==> src/rtl/instruction_fetch_unit.sv <==
// RV32I fetch stage: owns the PC, issues one word read at a time, presents instruction + PC+4.
// Latency: request to fetch_valid is memory latency + 1 cycle; one instruction per 2 cycles at L=1.
// Backpressure: stall freezes the held instruction and suppresses the next request; redirect wins over stall.
module instruction_fetch_unit #(
    parameter logic [31:0] RESET_PC = 32'h0000_0000
) (
    input  logic        clk,
    input  logic        rst,
    input  logic        stall,
    input  logic        branch_taken,
    input  logic [31:0] branch_target,
    output logic        imem_req,
    output logic [31:0] imem_addr,
    input  logic        imem_rvalid,
    input  logic [31:0] imem_rdata,
    output logic        fetch_valid,
    output logic [31:0] Instruction_out,
    output logic [31:0] PC4_out
);

    typedef enum logic [1:0] {
        ISSUE = 2'd0,
        WAIT  = 2'd1,
        HOLD  = 2'd2
    } state_t;

    state_t      state;
    logic [31:0] pc;
    logic        discard;
    logic [31:0] pc_plus4;
    logic [31:0] target_aligned;

    assign pc_plus4       = pc + 32'd4;
    assign target_aligned = branch_target & ~32'd3;

    // A HOLD cycle without stall consumes the instruction and overlaps the next request.
    always_comb begin
        imem_req = 1'b0;
        if (rst && !branch_taken)
            imem_req = (state == ISSUE) || ((state == HOLD) && !stall);
    end

    assign imem_addr = imem_req ? pc : 32'd0;

    always_ff @(posedge clk or negedge rst) begin
        if (!rst) begin
            state           <= ISSUE;
            pc              <= RESET_PC;
            discard         <= 1'b0;
            fetch_valid     <= 1'b0;
            Instruction_out <= 32'd0;
            PC4_out         <= 32'd0;
        end else if (branch_taken) begin
            pc          <= target_aligned;
            fetch_valid <= 1'b0;
            if ((state == WAIT) && !imem_rvalid) begin
                // Response still in flight: remember to throw it away when it lands.
                discard <= 1'b1;
                state   <= WAIT;
            end else begin
                discard <= 1'b0;
                state   <= ISSUE;
            end
        end else begin
            case (state)
                ISSUE: state <= WAIT;
                WAIT: begin
                    if (imem_rvalid) begin
                        if (discard) begin
                            discard <= 1'b0;
                            state   <= ISSUE;
                        end else begin
                            Instruction_out <= imem_rdata;
                            PC4_out         <= pc_plus4;
                            pc              <= pc_plus4;
                            fetch_valid     <= 1'b1;
                            state           <= HOLD;
                        end
                    end
                end
                HOLD: begin
                    if (!stall) begin
                        fetch_valid <= 1'b0;
                        state       <= WAIT;
                    end
                end
                default: state <= ISSUE;
            endcase
        end
    end

endmodule
==> config.mk <==
export PLATFORM = sky130hd
export DESIGN_NAME = instruction_fetch_unit
export DESIGN_NICKNAME = d
export VERILOG_FILES = /design/src/rtl/instruction_fetch_unit.sv
export SDC_FILE = /design/constraint.sdc
export NUM_CORES = 1
export LEC_CHECK = 0
export BUFFER_PORTS_ARGS = -buffer_cell sky130_fd_sc_hd__clkbuf_2
export CAP_MARGIN = 20
export CORE_MARGIN = 2
export CORE_UTILIZATION = 30
export CTS_CLUSTER_SIZE = 28
export DETAILED_ROUTE_END_ITERATION = 16
export SLEW_MARGIN = 20
export SYNTH_ARGS = -nofsm -noshare
export SYNTH_HDL_FRONTEND = slang
export SYNTH_SLANG_ARGS = --single-unit
==> constraint.sdc <==
create_clock -name clk -period 2.88 [get_ports clk]
set_input_delay 0.72 -clock clk [delete_from_list [all_inputs] [get_ports clk]]
set_output_delay 0.72 -clock clk [all_outputs]
set_load 0.03 [all_outputs]
# == After elaboration in Yosys (flattened, before gate mapping) ==
# Cells that the tools add are included.
# classes
n_addsub,1
n_mul,0
n_div,0
n_lt_le_gt_ge,0
n_eq_ne,6
shifts,0
mux,21
bitwise,2
n_reduce_logical,16
# ops
operator,count
two-way mux 32 bit,5
"adder 32 x 3 -> 32 bit, second input constant",1
two-way mux 1 bit,10
"!= test 3 bit, second input constant",3
two-way mux 2 bit,4
AND reduction 4 bit,2
case mux 2 bit (3 select lines),1
AND reduction 2 bit,2
nonzero test 2 bit,2
logical AND 1 bit,3
zero test 1 bit,3
AND reduction 3 bit,1
nonzero test 3 bit,1
"equality test 2 x 1 -> 1 bit, second input constant",1
"equality test 2 bit, second input constant",1
zero test 2 bit,1
"!= test 2 bit, second input constant",1
NOT 1 bit,2
case mux 1 bit (2 select lines),1
logical OR 1 bit,1
# word_totals
register_bits,100
latchBits,0
mem_bits_rw,0
rom_bits,0
inputBits,69
out_inout_bits,98
mem_count,0

# == Depth between registers and ports, before layout ==
# Gate-level depths: netlist (run 1).
# depth
depth_word,5
mapped_depth,7
ltp_nobuf,5

# == Least setup slack after synthesis (run 1) ==
# No wires, ideal clock.
# synth_timing
path_kind,in2out
startpoint,input port stall
endpoint,output port imem_addr[22]
t_arrival_ns,1.958
required_time_ns,2.160
path_slack_ns,0.202
stages,4
path_cell_list,a211o_1 nor2_1 clkbuf_1 and2_1
# synth_via
elab_chain_len,5
# synth_lines
item,line_no,rtl
from (decl),9,"input logic stall,"
zero test 1 bit,n/a,
logical AND 1 bit,40,imem_req = (state == ISSUE) || ((state == HOLD) && !stall);
logical OR 1 bit,40,
two-way mux 1 bit,39,if (rst && !branch_taken)
via imem_req,12,"output logic imem_req,"
two-way mux 32 bit,43,assign imem_addr = imem_req ? pc : 32'd0;
to (decl),13,"output logic [31:0] imem_addr,"
# The timed path passes the listed nets, and every way through them passes these cells.

# == Worst setup path in the final report (run 1) ==
# layout_timing
startpoint,input port stall
endpoint,output port imem_addr[23]
# layout_via
elab_chain_len,5
# layout_lines
item,line_no
zero test 1 bit,n/a
logical AND 1 bit,40
logical OR 1 bit,40
two-way mux 1 bit,39
two-way mux 32 bit,43
# Every way passes these cells.

==> metrics.log, run 1 <==
[metrics] worst endpoint data arrival time: ~1.9 ns
[metrics] GR Overflow Total: 0
[metrics] Highest Clock Rate: around 380 MHz
[metrics] global placer's final weighted congestion: 0.7781
[metrics] share of synthesized registers carrying an async set or reset: 1.000
[metrics] Post-DRT Antenna Nets: 0
[metrics] Synth top area share: 0.4805
[metrics] y dimension of the die: 133.1 µm
[metrics] Sw Share: 0.4246
[metrics] final period demand of the worst path: 2.633 ns
[metrics] die span in x: between 100 and 150 µm
[metrics] largest fanout on the critical path: 21
[metrics] area delta synth->final: 25.40%
[metrics] Cell variety after synth: 49
[metrics] filler-free cell count of the finished design: 941
[metrics] fraction of final layout cells with drive strength greater than 1: 0.2885
[metrics] netlist area before placement: about 5000 µm²
[metrics] clock tree buffer depth: 2
[metrics] power per cell area: around 860 nW/µm²
[metrics] first-pass GRT wire length: around 23000 µm
[metrics] Placed Area: approximately 6000 µm²
[metrics] Post-synth EDFFs: 0
[metrics] source-to-sink clock delay at the later pin of the worst-skew pair: between 0.3 and 0.4 ns
[metrics] RSZ-0062 raised after global routing: no
[metrics] hold buffer count at cts: 0
[metrics] smallest setup slack after layout: between 0.2 and 0.25 ns
[metrics] Layout Cell Area excl Fill: 6270 µm²
[metrics] total setup buffers inserted after CTS: 0
[metrics] final count of pins violating max slew: 0
[metrics] placeable core region: about 16000 µm²
[metrics] starting density of the core: 0.3047
[metrics] flip-flop and latch count after synthesis: 96
[metrics] Area contributors post-synth: dfrtp_1 (48%), nand2_1 (10%), o21ai_0 (4.6%)
[metrics] Wirelength per Cell: roughly 15 µm
[metrics] HPWL Detailed: between 10000 and 15000 µm
[metrics] final hold vios: 0
[metrics] CP Launch Type: primary input
[metrics] cts bufs inserted: 9
[metrics] clk root buf: clkbuf_16
[metrics] largest vdd supply drop: around 500 µV
[metrics] Post-Synthesis Cells: 575
[metrics] Combinational Power Share: 0.379
[metrics] diodes inserted: 0
[metrics] total global routing track utilization: 0.1625
[metrics] Synth Flop Type: dfrtp_1
[metrics] HP Class: in -> async
[metrics] worst clock skew on the final layout: 0.005577 ns
[metrics] cell type contributing the most total cell area after synthesis: dfrtp_1
[metrics] port bufs: 160
[metrics] Internal Pwr Total: 3.101 mW
[metrics] transition time at the pin with the least slew margin: between 0.9 and 1 ns
[metrics] Vias per Instance: approximately 4.8
[metrics] worst-case headroom to the max-slew limit: 0.3893
[metrics] Filler cells: between 1500 and 2000
[metrics] final layout net count: between 700 and 800
[metrics] first-pass detailed-route iteration total: 4
[metrics] FP Rows: 47
[metrics] ports placed on the boundary: around 170
[metrics] clock network fraction of total power: 0.229
[metrics] fraction of power consumed by sequential logic: 0.392
[metrics] type of element capturing the critical path: primary output
[metrics] # DRC: 0
[metrics] vias in the first global route: ~4300
[metrics] number of antenna violations at the first check in global routing: 0
[metrics] maximum number of pins on one net before global-route repair: 70
[metrics] total of endpoints with negative setup slack in the final report: 0
[metrics] number of cells in the design after placement: 925
[metrics] endpoint required time on the critical path: about 2.2 ns
[metrics] total die area: between 15000 and 20000 µm²
[metrics] share of the clock period used by the worst path after layout: 0.9142
[metrics] post-cts gate resize count: 0
[metrics] number of violations reported at the end of detailed-routing iteration 0: ~240
[metrics] WL final: around 14000 µm
[metrics] net switching power of the design: approximately 2.3 mW
[metrics] part of the Yosys area used for sequential elements: 0.4805
[metrics] Hold Worst Slack: between 0.4 and 0.5 ns
[metrics] htree depth: 3
[metrics] vias post-DR: approximately 4500
[metrics] total negative slack: 0 ns
[metrics] CTS tree: done
[metrics] status: finished clean
[metrics] leakage power summed over all cells: 2.896 nW
[metrics] Reg clk slew, reported paths: ~0.070 ns
[metrics] Critical Setup Path Class: in -> out
[metrics] post-placement worst setup slack: around 0.25 ns
[metrics] clock sink count: between 90 and 100
[metrics] synthesized area divided by synthesized cell count: 8.695 µm²
[metrics] reported max-cap violation count: 0
[metrics] total of warnings raised by yosys: 0
metal layers:
layer | wire length [µm] | vias to the layer above | global-route usage
met5 | 0 | - | 0
met4 | 157 | 0 | 0.04728
met3 | 806 | 11 | 0.03577
met2 | 6766 | 124 | 0.2608
met1 | 6445 | 2100 | 0.2218
li1 | - | 2262 | -
power groups by stage:
| stage | combinational (mW) | clock, mW | sequential, mW |
|---|---|---|---|
| 6_report | 2.04 | 1.24 | 2.11 |
| 5_1_grt | 2.21 | 1.33 | 2.18 |
| 4_1_cts | 2.08 | 1.28 | 2.11 |
| 3_5_place_dp | 2.08 | 0 | 2.13 |
| 3_3_place_gp | 2.06 | 0 | 2.13 |
| 2_1_floorplan | 0.624 | 0 | 2.86 |
registers in the layout, indices dropped and copies added, names as in the netlist:
| signal | flops |
|---|---|
| Instruction_out | 32 |
| pc | 30 |
| discard | 1 |
| fetch_valid | 1 |
| PC4_out | 30 |
| state | 2 |
synthesized netlist by cell type, drive strengths merged (5+ instances only):
master	number
and2	30
a31oi	32
dfrtp	96
and3	5
o21ai	46
xnor2	19
or4	16
nand4	15
nand3	14
or3	21
o31ai	12
nor4	5
nor3	6
nor2	41
nand2	139
buf	11
clkbuf	34
layout make-up:
class,count,area [µm²],area share
Inverter,4,15.01,0.002395
Clock inverter,2,37.54,0.005987
Clock buffer,14,264.0,0.04211
Timing Repair Buffer,175,928.4,0.1481
Multi-Input combinational cell,430,2347,0.3744
Sequential cell,96,2402,0.3832
Tap cell,220,275.3,0.04390
critical path, stage by stage:
cell and delay, ns:
clkbuf_2 0.10, a211o_1 0.33, nor2_1 0.15, buf_4 0.25, and2_1 0.16, clkbuf_2 0.20
layout by cell type (no fill, tap or decap), types with 2 or more instances in the layout:
master     Yosys  routed
and4_1         3       3
mux2i_1        2       2
clkbuf_2       2     159
or3_2          3       3
buf_4          8      15
o21ai_0       46      46
inv_1          4       4
clkbuf_8       2       2
nand3_1       13      13
and2_1        30      30
a31oi_1       32      32
and3_1         2       2
nor3_1         6       6
clkbuf_1      29       3
nand2_1      139     138
dfrtp_1       96      96
or4_1         12      12
clkbuf_16      0       9
or3_1         18      18
and3_2         3       3
xor2_1         4       4
nand4_1       14      14
xnor2_1       19      19
conb_1         1       4
a21oi_1        2       2
nor2_1        41      40
or4_2          3       3
o31ai_1       12      12
nor4_1         5       5
or2_2          2       2
final timing paths:
kind,startpoint,end,depth (start not counted),slack (ns)
hold / removal,rst,PC4_out[28],2,0.42
max in group asynchronous,rst,PC4_out[7],3,1.20
hold reg to reg,Instruction_out[7],Instruction_out[7],2,0.47
setup reg to reg,pc[5],pc[23],4,0.61
setup / recovery,stall,imem_addr[23],6,0.25
min in group clk,Instruction_out[7],Instruction_out[7],2,0.47
cell families (layout without fill, tap and decap cells):
group | count (synthesis) | after routing | synth area share
AOI/OAI and AO/OA | 97 | 97 | 0.1144
xor gates and xnor gates | 23 | 23 | 0.04029
adders and majority gates | 1 | 1 | 0.002502
buffers and inverters | 52 | 195 | 0.05556
DFF | 96 | 96 | 0.4805
muxes | 3 | 3 | 0.006256
other | 1 | 4 | 0.0007500
and+or+nand+nor | 302 | 302 | 0.2998
per-stage QoR:
step	utilization	total power, mW
6_report	0.3821	5.389
3_3_place_gp	0.3638	4.186
4_1_cts	0.3821	5.474
2_1_floorplan	-	3.487
3_5_place_dp	0.3638	4.209
5_1_grt	0.3821	5.723
Note: power is estimated with default switching activity, not from simulation.
==> inputs of run 2 (changes only) <==
--- a/config.mk
+++ b/config.mk
@@ -8,9 +8,10 @@
 export BUFFER_PORTS_ARGS = -buffer_cell sky130_fd_sc_hd__clkbuf_2
 export CAP_MARGIN = 20
 export CORE_MARGIN = 2
-export CORE_UTILIZATION = 30
+export CORE_UTILIZATION = 25
 export CTS_CLUSTER_SIZE = 28
 export DETAILED_ROUTE_END_ITERATION = 16
+export SETUP_SLACK_MARGIN = 0.15
 export SLEW_MARGIN = 20
 export SYNTH_ARGS = -nofsm -noshare
 export SYNTH_HDL_FRONTEND = slang
==> metrics.log, run 2 (same netlist as run 1, synthesis figures left out) <==
[metrics] status: finished clean
[metrics] total global routing track utilization: 0.1410
[metrics] clk root buf: clkbuf_16
[metrics] placeable core region: roughly 20000 µm²
[metrics] die span in x: approximately 150 µm
[metrics] Vias per Instance: 4.626
[metrics] Post-DRT Antenna Nets: 0
[metrics] Reg clk slew, reported paths: about 0.07 ns
[metrics] transition time at the pin with the least slew margin: roughly 0.87 ns
[metrics] htree depth: 3
[metrics] number of flip-flops under the largest register name: 32
[metrics] largest vdd supply drop: between 500 and 600 µV
[metrics] maximum number of pins on one net before global-route repair: 65
[metrics] worst-case headroom to the max-slew limit: 0.4198
[metrics] total negative slack: 0 ns
[metrics] power per cell area: between 800 and 900 nW/µm²
[metrics] critical path startpoint: stall
[metrics] number of violations reported at the end of detailed-routing iteration 0: 284
[metrics] Crit path buffers/inverters: 3
[metrics] leakage power summed over all cells: 2.906 nW
[metrics] y dimension of the die: between 100 and 150 µm
[metrics] list of cells traversed by the critical path: clkbuf_2, a211o_1, nor2_2, buf_4, and2_1, clkbuf_2
[metrics] HP Class: in -> async
[metrics] post-cts gate resize count: 0
[metrics] clock sink count: 96
[metrics] cell family contributing the most delay on the critical path: buffers and inverters
[metrics] slowest cell delay on critical path: about 0.34 ns
[metrics] Crit path top cell by count: clkbuf_2
[metrics] global placer's final weighted congestion: between 0.7 and 0.8
[metrics] largest fanout on the critical path: 20
[metrics] Highest Clock Rate: 382.9 MHz
[metrics] worst endpoint data arrival time: ~1.9 ns
[metrics] area delta synth->final: 26.55%
[metrics] clock tree buffer depth: 2
[metrics] number of antenna violations at the first check in global routing: 0
[metrics] Filler cells: between 2000 and 2500
[metrics] # DRC: 0
[metrics] final layout net count: about 790
[metrics] final hold vios: 0
[metrics] first-pass GRT wire length: roughly 24000 µm
[metrics] share of the clock period used by the worst path after layout: 0.9068
[metrics] source-to-sink clock delay at the later pin of the worst-skew pair: 0.35 ns
[metrics] HPWL Detailed: ~11000 µm
[metrics] final period demand of the worst path: ~2.6 ns
[metrics] CTS tree: done
[metrics] crit path max-delay cell type: a211o_1
[metrics] hold buffer count at cts: 0
[metrics] worst clock skew on the final layout: roughly 0.0097 ns
[metrics] port bufs: between 150 and 200
[metrics] registers with the highest flip-flop counts: Instruction_out x32, PC4_out x30, pc x30
[metrics] final count of pins violating max slew: 0
[metrics] total die area: 21150 µm²
[metrics] fraction of final layout cells with drive strength greater than 1: 0.2926
[metrics] vias post-DR: approximately 4600
[metrics] area used by multi-input combinational logic: 2350 µm²
[metrics] endpoint required time on the critical path: between 2 and 2.5 ns
[metrics] diodes inserted: 0
[metrics] number of cells on the critical path: 6
[metrics] cts bufs inserted: 9
[metrics] RSZ-0062 raised after global routing: no
[metrics] WL final: between 10000 and 15000 µm
[metrics] leading cell types in the layout, fill and taps excluded: clkbuf_2 (159), nand2_1 (138), dfrtp_1 (96)
[metrics] termination of the worst setup path: imem_addr[2]
[metrics] FP Rows: approximately 50
[metrics] total setup buffers inserted after CTS: 0
[metrics] first-pass detailed-route iteration total: 4
[metrics] vias in the first global route: between 4000 and 5000
[metrics] Wirelength per Cell: ~15 µm
[metrics] post-placement worst setup slack: 0.2364 ns
[metrics] register with the most flip-flops: Instruction_out
[metrics] CP Launch Type: primary input
[metrics] reported max-cap violation count: 0
[metrics] reg-to-reg endpoint: PC4_out[31]
[metrics] Critical Setup Path Class: in -> out
[metrics] ports placed on the boundary: 167
[metrics] smallest setup slack after layout: 0.2684 ns
[metrics] combined flip-flop and latch cell area: approximately 2400 µm²
[metrics] worst setup slack for register-to-register paths: just under 0.7 ns
[metrics] starting density of the core: 0.2561
[metrics] Worst R2R Start: pc[6]
[metrics] GR Overflow Total: 0
[metrics] FF-to-FF path depth: 5
[metrics] commonest non-fill, non-tap cell in the layout: clkbuf_2
[metrics] total of endpoints with negative setup slack in the final report: 0
[metrics] type of element capturing the critical path: primary output
-- run 2: changes by cell type in the layout (fill, tap and decap cells not counted), sizes merged --
cell and change:
bufinv +1, clkbuf -4, clkinv +4, clkinvlp -1
-- run 2: per-stage QoR --
step / hold WS, ns / std cells / utilization / total power, mW / area, µm²
after detailed placement: 0.4619 / 970 / 0.3080 / 4.235 / 6015
after global routing: 0.4533 / 986 / 0.3240 / 5.811 / 6327
after floorplan: 0.4244 / 578 / - / 3.487 / 5011
after global placement: 0.4572 / 970 / 0.3080 / 4.200 / 6015
final: 0.4238 / 986 / 0.3240 / 5.465 / 6327
after CTS: 0.4283 / 986 / 0.3240 / 5.551 / 6327
-- run 2: area by class of cell --
| cell class | count | share of cell area |
|---|---|---|
| sequential | 96 | 0.3797 |
| multi-input combinational | 430 | 0.3714 |
| timing repair buffer | 175 | 0.1447 |
| tap | 265 | 0.05240 |
| clock buffer | 10 | 0.03619 |
| clock inverter | 6 | 0.01325 |
| inverter | 4 | 0.002373 |
-- run 2: power by group --
group | internal, mW | total, mW | switching (mW) | leakage (nW)
registers | 1.79 | 2.09 | 0.302 | 1.15
logic | 0.585 | 2.08 | 1.49 | 1.60
clock network | 0.759 | 1.29 | 0.534 | 0.156
total | 3.14 | 5.47 | 2.33 | 2.91
-- run 2: how the worst min path moves through the flow --
stage                        start                   to  slack [ns]
2_1_floorplan                  rst   Instruction_out[0]        0.42
3_3_place_gp    Instruction_out[9]   Instruction_out[9]        0.46
3_5_place_dp   Instruction_out[22]  Instruction_out[22]        0.46
4_1_cts                        rst               pc[28]        0.43
5_1_grt                        rst               pc[28]        0.45
6_report                       rst          PC4_out[28]        0.42
-- run 2: routing by layer --
| metal | track usage | vias up | wire, µm |
|---|---|---|---|
| met1 | 0.1915 | 2148 | 6843 |
| met2 | 0.2213 | 139 | 6696 |
| li1 | - | 2253 | - |
| met3 | 0.02884 | 21 | 819 |
| met4 | 0.05441 | 0 | 392 |
| met5 | 0 | - | 0 |
-- run 2: worst register-to-register path, stage by stage (launching register included) --
cell and delay, ns:
dfrtp_1 0.49, and4_1 0.38, nand3_1 0.32, buf_4 0.29, or4_1 0.47, a31oi_1 0.17
